`src/rtl/bram_readout_if.sv`:
```
// Output stream of the capture readout: data beats with valid/ready handshake and last marking.
// The master drives data/valid/last, the slave returns ready.
interface bram_readout_if #(
  parameter int DATA_W = 32
);
  logic [DATA_W-1:0] m_data_o;
  logic              m_valid_o;
  logic              m_ready_i;
  logic              m_last_o;

  modport master (
    output m_data_o,
    output m_valid_o,
    output m_last_o,
    input  m_ready_i
  );

  modport slave (
    input  m_data_o,
    input  m_valid_o,
    input  m_last_o,
    output m_ready_i
  );
endinterface

```
`src/rtl/bram_readout.sv`:
```
// Streams words 0..N-1 of the capture BRAM out on a valid/ready interface, hiding the BRAM
// read latency behind a small prefetch FIFO. Define READOUT_CHECKSUM_EN to add checksum_o.
module bram_readout #(
  parameter int ADDR_W = 16,
  parameter int DATA_W = 32,
  parameter int RD_LAT = 2
) (
  input  logic              pdh_clk,
  input  logic              rst_i,
  input  logic              start_i,
  input  logic [ADDR_W:0]   length_i,
  output logic              busy_o,
  output logic              done_o,
  output logic              bram_en_o,
  output logic [ADDR_W-1:0] bram_addr_o,
  input  logic [DATA_W-1:0] bram_data_i,
  bram_readout_if.master    m_if
`ifdef READOUT_CHECKSUM_EN
  ,
  output logic [DATA_W-1:0] checksum_o
`endif
);

  localparam int FIFO_DEPTH = RD_LAT + 2;
  localparam int PTR_W      = $clog2(FIFO_DEPTH);
  localparam int CNT_W      = $clog2(FIFO_DEPTH + 1) + 1;

  localparam logic [ADDR_W:0]  CAP_WORDS = {1'b1, {ADDR_W{1'b0}}};
  localparam logic [ADDR_W:0]  ONE_W     = {{ADDR_W{1'b0}}, 1'b1};
  localparam logic [PTR_W-1:0] PTR_LAST  = PTR_W'(FIFO_DEPTH - 1);
  localparam logic [CNT_W-1:0] DEPTH_C   = CNT_W'(FIFO_DEPTH);

  typedef enum logic [1:0] {ST_IDLE, ST_READ, ST_DRAIN, ST_DONE} state_t;

  state_t              state_q;
  logic [ADDR_W:0]     len_q;
  logic [ADDR_W:0]     issued_q;
  logic [ADDR_W:0]     beats_q;
  logic                bram_en_q;
  logic [ADDR_W-1:0]   bram_addr_q;
  logic                busy_q;
  logic                done_q;

  logic [RD_LAT-1:0]   pipe_q;
  logic [DATA_W-1:0]   fifo_mem_q [FIFO_DEPTH];
  logic [PTR_W-1:0]    wr_ptr_q;
  logic [PTR_W-1:0]    rd_ptr_q;
  logic [CNT_W-1:0]    fifo_cnt_q;
  logic [CNT_W-1:0]    fifo_cnt_d;

  logic [ADDR_W:0]     len_sat;
  logic [CNT_W-1:0]    inflight_cnt;
  logic [CNT_W-1:0]    occupancy;
  logic                fifo_valid;
  logic                push;
  logic                pop;
  logic                last_beat;
  logic                issue;
  logic                issued_last;

  function automatic logic [PTR_W-1:0] ptr_inc(input logic [PTR_W-1:0] p);
    return (p == PTR_LAST) ? '0 : p + 1'b1;
  endfunction

  assign len_sat     = (length_i > CAP_WORDS) ? CAP_WORDS : length_i;
  assign fifo_valid  = (fifo_cnt_q != '0);
  assign push        = pipe_q[RD_LAT-1];
  assign pop         = fifo_valid && m_if.m_ready_i;
  assign last_beat   = (beats_q == (len_q - ONE_W));
  assign issued_last = ((issued_q + ONE_W) == len_q);
  assign fifo_cnt_d  = fifo_cnt_q + CNT_W'(push) - CNT_W'(pop);

  always_comb begin
    inflight_cnt = CNT_W'(bram_en_q);
    for (int i = 0; i < RD_LAT; i++) begin
      inflight_cnt = inflight_cnt + CNT_W'(pipe_q[i]);
    end
  end

  // Every issued read owns a FIFO slot until its beat leaves; the beat popping this
  // cycle frees its slot early so a continuously-ready sink sees one beat per cycle.
  assign occupancy = fifo_cnt_q + inflight_cnt - CNT_W'(pop);
  assign issue     = (state_q == ST_READ) && (issued_q != len_q) && (occupancy < DEPTH_C);

  always_ff @(posedge pdh_clk) begin
    if (rst_i) begin
      state_q     <= ST_IDLE;
      len_q       <= '0;
      issued_q    <= '0;
      beats_q     <= '0;
      bram_en_q   <= 1'b0;
      bram_addr_q <= '0;
      busy_q      <= 1'b0;
      done_q      <= 1'b0;
    end else begin
      bram_en_q <= 1'b0;
      done_q    <= 1'b0;
      if (pop) begin
        beats_q <= beats_q + ONE_W;
      end
      case (state_q)
        ST_IDLE: begin
          if (start_i) begin
            len_q    <= len_sat;
            beats_q  <= '0;
            busy_q   <= 1'b1;
            issued_q <= '0;
            if (len_sat == '0) begin
              state_q <= ST_DONE;
              done_q  <= 1'b1;
            end else begin
              // FIFO is empty here, so the first read needs no space check.
              bram_en_q   <= 1'b1;
              bram_addr_q <= '0;
              issued_q    <= ONE_W;
              state_q     <= (len_sat == ONE_W) ? ST_DRAIN : ST_READ;
            end
          end
        end
        ST_READ: begin
          if (issue) begin
            bram_en_q   <= 1'b1;
            bram_addr_q <= issued_q[ADDR_W-1:0];
            issued_q    <= issued_q + ONE_W;
            if (issued_last) begin
              state_q <= ST_DRAIN;
            end
          end
        end
        ST_DRAIN: begin
          if (pop && last_beat) begin
            state_q <= ST_DONE;
            done_q  <= 1'b1;
          end
        end
        ST_DONE: begin
          state_q <= ST_IDLE;
          busy_q  <= 1'b0;
        end
        default: state_q <= ST_IDLE;
      endcase
    end
  end

  always_ff @(posedge pdh_clk) begin
    if (rst_i) begin
      pipe_q     <= '0;
      wr_ptr_q   <= '0;
      rd_ptr_q   <= '0;
      fifo_cnt_q <= '0;
    end else begin
      pipe_q[0] <= bram_en_q;
      for (int i = 1; i < RD_LAT; i++) begin
        pipe_q[i] <= pipe_q[i-1];
      end
      if (push) begin
        wr_ptr_q <= ptr_inc(wr_ptr_q);
      end
      if (pop) begin
        rd_ptr_q <= ptr_inc(rd_ptr_q);
      end
      fifo_cnt_q <= fifo_cnt_d;
    end
  end

  always_ff @(posedge pdh_clk) begin
    if (push) begin
      fifo_mem_q[wr_ptr_q] <= bram_data_i;
    end
  end

`ifdef READOUT_CHECKSUM_EN
  logic [DATA_W-1:0] checksum_q;

  always_ff @(posedge pdh_clk) begin
    if (rst_i) begin
      checksum_q <= '0;
    end else if ((state_q == ST_IDLE) && start_i) begin
      checksum_q <= '0;
    end else if (pop) begin
      checksum_q <= checksum_q ^ fifo_mem_q[rd_ptr_q];
    end
  end

  assign checksum_o = checksum_q;
`endif

  assign busy_o         = busy_q;
  assign done_o         = done_q;
  assign bram_en_o      = bram_en_q;
  assign bram_addr_o    = bram_addr_q;
  assign m_if.m_valid_o = fifo_valid;
  assign m_if.m_data_o  = fifo_valid ? fifo_mem_q[rd_ptr_q] : '0;
  assign m_if.m_last_o  = fifo_valid && last_beat;

endmodule

```
`src/flat_wrapper.sv`:
```
// flat-port wrapper written by rule: the top's interface ports become plain ports
module bram_readout_flat 
#(
  parameter int ADDR_W = 16,
  parameter int DATA_W = 32,
  parameter int RD_LAT = 2
)
  (pdh_clk, rst_i, start_i, length_i, busy_o, done_o, bram_en_o, bram_addr_o, bram_data_i, m_if_m_data_o, m_if_m_valid_o, m_if_m_last_o, m_if_m_ready_i);
  bram_readout_if #(.DATA_W(DATA_W)) m_if_i ();
  input  logic pdh_clk;
  input  logic rst_i;
  input  logic start_i;
  input  logic [ADDR_W:0] length_i;
  output logic busy_o;
  output logic done_o;
  output logic bram_en_o;
  output logic [ADDR_W-1:0] bram_addr_o;
  input  logic [DATA_W-1:0] bram_data_i;
  output wire logic [$bits(m_if_i.m_data_o)-1:0] m_if_m_data_o;
  output wire logic [$bits(m_if_i.m_valid_o)-1:0] m_if_m_valid_o;
  output wire logic [$bits(m_if_i.m_last_o)-1:0] m_if_m_last_o;
  input wire logic [$bits(m_if_i.m_ready_i)-1:0] m_if_m_ready_i;
  assign m_if_m_data_o = m_if_i.m_data_o;
  assign m_if_m_valid_o = m_if_i.m_valid_o;
  assign m_if_m_last_o = m_if_i.m_last_o;
  assign m_if_i.m_ready_i = m_if_m_ready_i;
  bram_readout #(.ADDR_W(ADDR_W), .DATA_W(DATA_W), .RD_LAT(RD_LAT)) u_core (.pdh_clk(pdh_clk), .rst_i(rst_i), .start_i(start_i), .length_i(length_i), .busy_o(busy_o), .done_o(done_o), .bram_en_o(bram_en_o), .bram_addr_o(bram_addr_o), .bram_data_i(bram_data_i), .m_if(m_if_i));
endmodule
```
`config.mk`:
```
export PLATFORM = sky130hd
export DESIGN_NAME = bram_readout_flat
export DESIGN_NICKNAME = d
export VERILOG_FILES = /design/src/rtl/bram_readout_if.sv /design/src/rtl/bram_readout.sv /design/src/flat_wrapper.sv
export SDC_FILE = /design/constraint.sdc
export NUM_CORES = 1
export LEC_CHECK = 0
export CAP_MARGIN = 20
export CORE_MARGIN = 4
export CORE_UTILIZATION = 40
export DETAILED_ROUTE_END_ITERATION = 6
export GPL_TIMING_DRIVEN = 1
export SYNTH_ARGS = -nofsm -noshare
export SYNTH_HDL_FRONTEND = slang
export SYNTH_SLANG_ARGS = --single-unit
```
`constraint.sdc`:
```
create_clock -name pdh_clk -period 8.5 [get_ports pdh_clk]
set_input_delay 2.55 -clock pdh_clk [delete_from_list [all_inputs] [get_ports pdh_clk]]
set_output_delay 2.55 -clock pdh_clk [all_outputs]
set_load 0.02 [all_outputs]
```
==> run summary <==
During synthesis, Yosys emitted a total of 0 warnings. Number of clock sinks seen by CTS: 212. The flip-flop cell with the highest count after synthesis is sky130_fd_sc_hd__edfxtp_1. Total inserted antenna cells: 0. Number of placement rows: 56. The maximum number of buffers from clock root to sink is 3, and the area share of the largest cell type after synthesis is 39.48%.

STA classifies the critical path endpoint as an output pin. The hold violation total from the final report was 0. Between clock sinks in the finished design, the worst skew comes to 5.698 ps. The run gives 34.14 mm as the global-route wire length before repair.

The proportion of synthesized flip-flops having asynchronous set or reset works out to 0%. The total number of nets in the final design was 956; the height of the die was 164.0 um. The data required time at the worst endpoint came out at 5950 ps.

Reported leakage power: 4.103 nW. Adding up every negative setup slack in the final design gives 0 ps. Once the clock tree was built, the setup fixing pass inserted 0 buffers.

At the end of routability-driven placement, the weighted congestion stood at 0.8073. The worst-case IR drop observed on VDD is 0.1931 mV. Synthesized area divided by synthesized cell count: 12.44 sq um. For this design, the slowest cell found on the critical path is sky130_fd_sc_hd__clkdlybuf4s50_1. The tree is rooted in a sky130_fd_sc_hd__clkbuf_16.

After filler insertion, the fill cell instance count of the layout stands at 2124. Buffers inserted to repair hold after CTS numbered 0. The post-synthesis cell type with the largest combined area is sky130_fd_sc_hd__edfxtp_1. The number of enable flip-flop cells after synthesis was 128; the die boundary width was 164.0 um. Buffers inserted during clock tree synthesis total 24. The tools report the number of global-route vias before repair as 6369. The startpoint of the lowest-slack register-to-register path is u_core.fifo_cnt_q[2]. The detailed router finished its first iteration with 360 violations. The area overhead of the layout relative to synthesis came out at 21.67%. The number of gates resized after CTS came out at 0.

TritonCTS built the clock tree. The first detailed-routing pass ran for 5 iterations. For the routed wire length, the log shows 20.92 mm. Clock-pin slew was measured on the worst setup and hold paths at 60 ps. For this run, design rule violations remaining after detail routing come to 0. The source of the critical timing path was u_core.len_q[0]. In this run the count of I/O pins placed on the die edge is 106. The worst path needs 6181 ps of the cycle, external delays included. Measured on the finished design, the core utilization comes to 50.02%. The tools report the source of the worst hold timing path as u_core.pipe_q[0].

The synthesized netlist occupies a cell area of 9737 sq um. For the worst-skew pair, the clock arrives at the later sink with an insertion delay of 510 ps. For this design the ratio of total power to cell area is 280.3 nW/um^2. The number of input and output port buffers inserted was 105. Setup repair after global routing left no endpoint under its margin.

Entering global routing, the biggest net connects 40 pins. The run finished with clean final reports. Setup violations remaining at the end of the flow were counted as 0. The leftover overflow at the end of global routing is 0, and the starting density of the core is 41.11%. The tools report the number of H-tree levels as 1.

In this run the tightest slew margin relative to its limit is 39.20%. Worst min-delay path category: flop to flop. Fmax: 161.8 MHz. Summing internal, switching and leakage power gives 3.320 mW.

The final critical path takes up 72.71% of the cycle. STA puts the critical path data arrival time at 3630 ps. Across every metal layer, demand over resource in global routing totals 15.68%. In this design, the stage delay of the slowest critical-path cell is 670 ps. The cell count after synthesis came out at 783. The post-route netlist has 11.37% of its cells at a drive strength greater than 1.

The number of nets produced by synthesis is 860, and the number of storage elements in the synthesis netlist is 212. The floorplan step defined a core boundary enclosing 23680 sq um. Walking the worst path, the cells encountered are inv_1 > ha_1 > o21ba_1 > a221oi_1 > a41oi_1 > a2111oi_2 > o2111ai_1 > nor3_1 > clkdlybuf4s50_1. Number of nets with antenna violations after detailed routing: 0. The tools report the number of antenna violations at the first check in global routing as 0.

In the post-synthesis netlist, the biggest area contributors are sky130_fd_sc_hd__edfxtp_1, sky130_fd_sc_hd__dfxtp_1, sky130_fd_sc_hd__mux4_2, sky130_fd_sc_hd__xor2_1, sky130_fd_sc_hd__ha_1. In this run, distinct cell masters in the synthesized netlist total 70. The worst setup path is launched from a flop.

The setup path with the least slack is of type flop to output pin. The highest fanout seen on the critical path is 9, and the number of maximum-capacitance constraint violations is 0. The run gives 0 as the count of pins over their slew limit. The worst-margin pin slew was 912.0 ps. Detailed routing inserted a total of 6300 vias. After synthesis, flip-flops and latches occupy 56.75% of the total area. The HPWL after detailed placement is 14.01 mm.

The run gives 26900 sq um as the die outline area. In the routed layout, each cell is associated on average with a via count of 5.181. The post-detailed-route wirelength per cell works out to 17.21 um.
-- layout by cell type, fill, tap and decap left out, types with 6 or more instances in the layout --
cell type,netlist,layout
sky130_fd_sc_hd__a21oi_1,18,18
sky130_fd_sc_hd__a22o_1,13,13
sky130_fd_sc_hd__a22oi_1,16,16
sky130_fd_sc_hd__and3_1,11,11
sky130_fd_sc_hd__buf_4,1,10
sky130_fd_sc_hd__clkbuf_16,0,24
sky130_fd_sc_hd__clkdlybuf4s50_1,0,105
sky130_fd_sc_hd__clkinv_2,0,6
sky130_fd_sc_hd__dfxtp_1,84,83
sky130_fd_sc_hd__edfxtp_1,128,128
sky130_fd_sc_hd__ha_1,23,23
sky130_fd_sc_hd__inv_1,28,28
sky130_fd_sc_hd__mux2i_1,7,7
sky130_fd_sc_hd__mux4_2,32,32
sky130_fd_sc_hd__nand2_1,33,33
sky130_fd_sc_hd__nand2b_1,8,8
sky130_fd_sc_hd__nand3_1,23,23
sky130_fd_sc_hd__nand4_1,19,19
sky130_fd_sc_hd__nor2_1,76,76
sky130_fd_sc_hd__nor2b_1,38,38
sky130_fd_sc_hd__nor3_1,16,16
sky130_fd_sc_hd__nor4_1,7,7
sky130_fd_sc_hd__o21ai_0,16,16
sky130_fd_sc_hd__xnor2_1,26,26
sky130_fd_sc_hd__xor2_1,42,42
-- per-layer routing --
metal  vias to the layer above  GRT usage [%]  routed length [um]
met5                         -              0                   0
met4                         0          3.851                 411
met3                        31          2.785                1229
met2                       166          26.38                9822
met1                      3024          21.18                9460
li1                       3079              -                   -
-- synthesized netlist by cell type (all sizes together) (3+ instances only) --
cell and instances:
a2111oi 3, a21o 4, a21oi 19, a22o 14, a22oi 16, a31oi 4, and2 6, and3 12
and4 3, buf 20, clkbuf 26, dfxtp 84, edfxtp 128, ha 23, inv 28, mux2i 7
mux4 32, nand2 34, nand2b 8, nand3 23, nand3b 3, nand4 19, nor2 78, nor2b 38
nor3 19, nor3b 4, nor4 8, o21ai 16, or3 4, or4 3, xnor2 26, xor2 42
-- power by group --
part / leakage (nW) / switching (mW) / total, mW / internal, mW
logic: 1.88 / 0.593 / 1.10 / 0.504
clock network: 0.391 / 0.404 / 1.03 / 0.627
registers: 1.83 / 0.0548 / 1.19 / 1.14
-- metrics by stage --
stage | setup WS, ps | hold slack [ps] | cells | instance area (sq um)
floorplan | 3135 | 442.2 | 783 | 9737
global placement | 2170 | 454.1 | 1170 | 11020
detailed placement | 2081 | 462.2 | 1170 | 11020
CTS | 2210 | 477.2 | 1214 | 11830
global route | 2034 | 502.1 | 1216 | 11850
finish | 2319 | 469.6 | 1216 | 11850
-- logic make-up (layout without fill, tap and decap cells) --
| family | Yosys count | in the layout | share of synthesized area [%] |
|---|---|---|---|
| and+or+nand+nor | 266 | 266 | 14.57 |
| muxes | 39 | 39 | 8.121 |
| adders and majority gates | 24 | 24 | 3.161 |
| buffers and inverters | 74 | 188 | 3.521 |
| DFF | 212 | 212 | 56.75 |
| AOI/OAI and AO/OA | 100 | 100 | 7.762 |
| xor gates and xnor gates | 68 | 68 | 6.117 |
-- worst paths after layout --
kind	end	slack (ps)	cells after the start
worst max-delay path	m_if_m_last_o	2320	9
worst min-delay path	u_core.pipe_q[1]	470	1
worst max register to register	u_core.issued_q[8]	4200	16
worst min register to register	u_core.pipe_q[1]	470	1
-- state kept, by name (all words and copies together), names as in the netlist, 2 cells and up, named ones only --
| register | cells |
|---|---|
| u_core.bram_addr_o | 16 |
| u_core.rd_ptr_q | 2 |
| u_core.fifo_cnt_q | 4 |
| u_core.pipe_q | 2 |
| u_core.beats_q | 17 |
| u_core.len_q | 17 |
| u_core.wr_ptr_q | 2 |
| u_core.state_q | 2 |
| u_core.issued_q | 17 |
| u_core.fifo_mem_q | 128 |
-- layout make-up --
type / count / area [sq um] / share of cell area (%)
inverters: 28 / 105.1 / 0.8872
clock buffers: 29 / 639.4 / 5.397
flip-flops and latches: 212 / 5527 / 46.65
clock inverters: 15 / 162.7 / 1.373
repair buffers: 116 / 1140 / 9.622
multi-input cells: 497 / 3874 / 32.70
well taps: 319 / 399.1 / 3.369
-- worst max-delay path: cells and delay by family, from the launching register on --
kind	cells	cell delay, ps
AOI/OAI and AO/OA	5	1250
and+or+nand+nor	1	320
adders and majority gates	1	320
DFF	1	470
buffers and inverters	2	760
No activity file was read; power rests on OpenSTA's default activity.
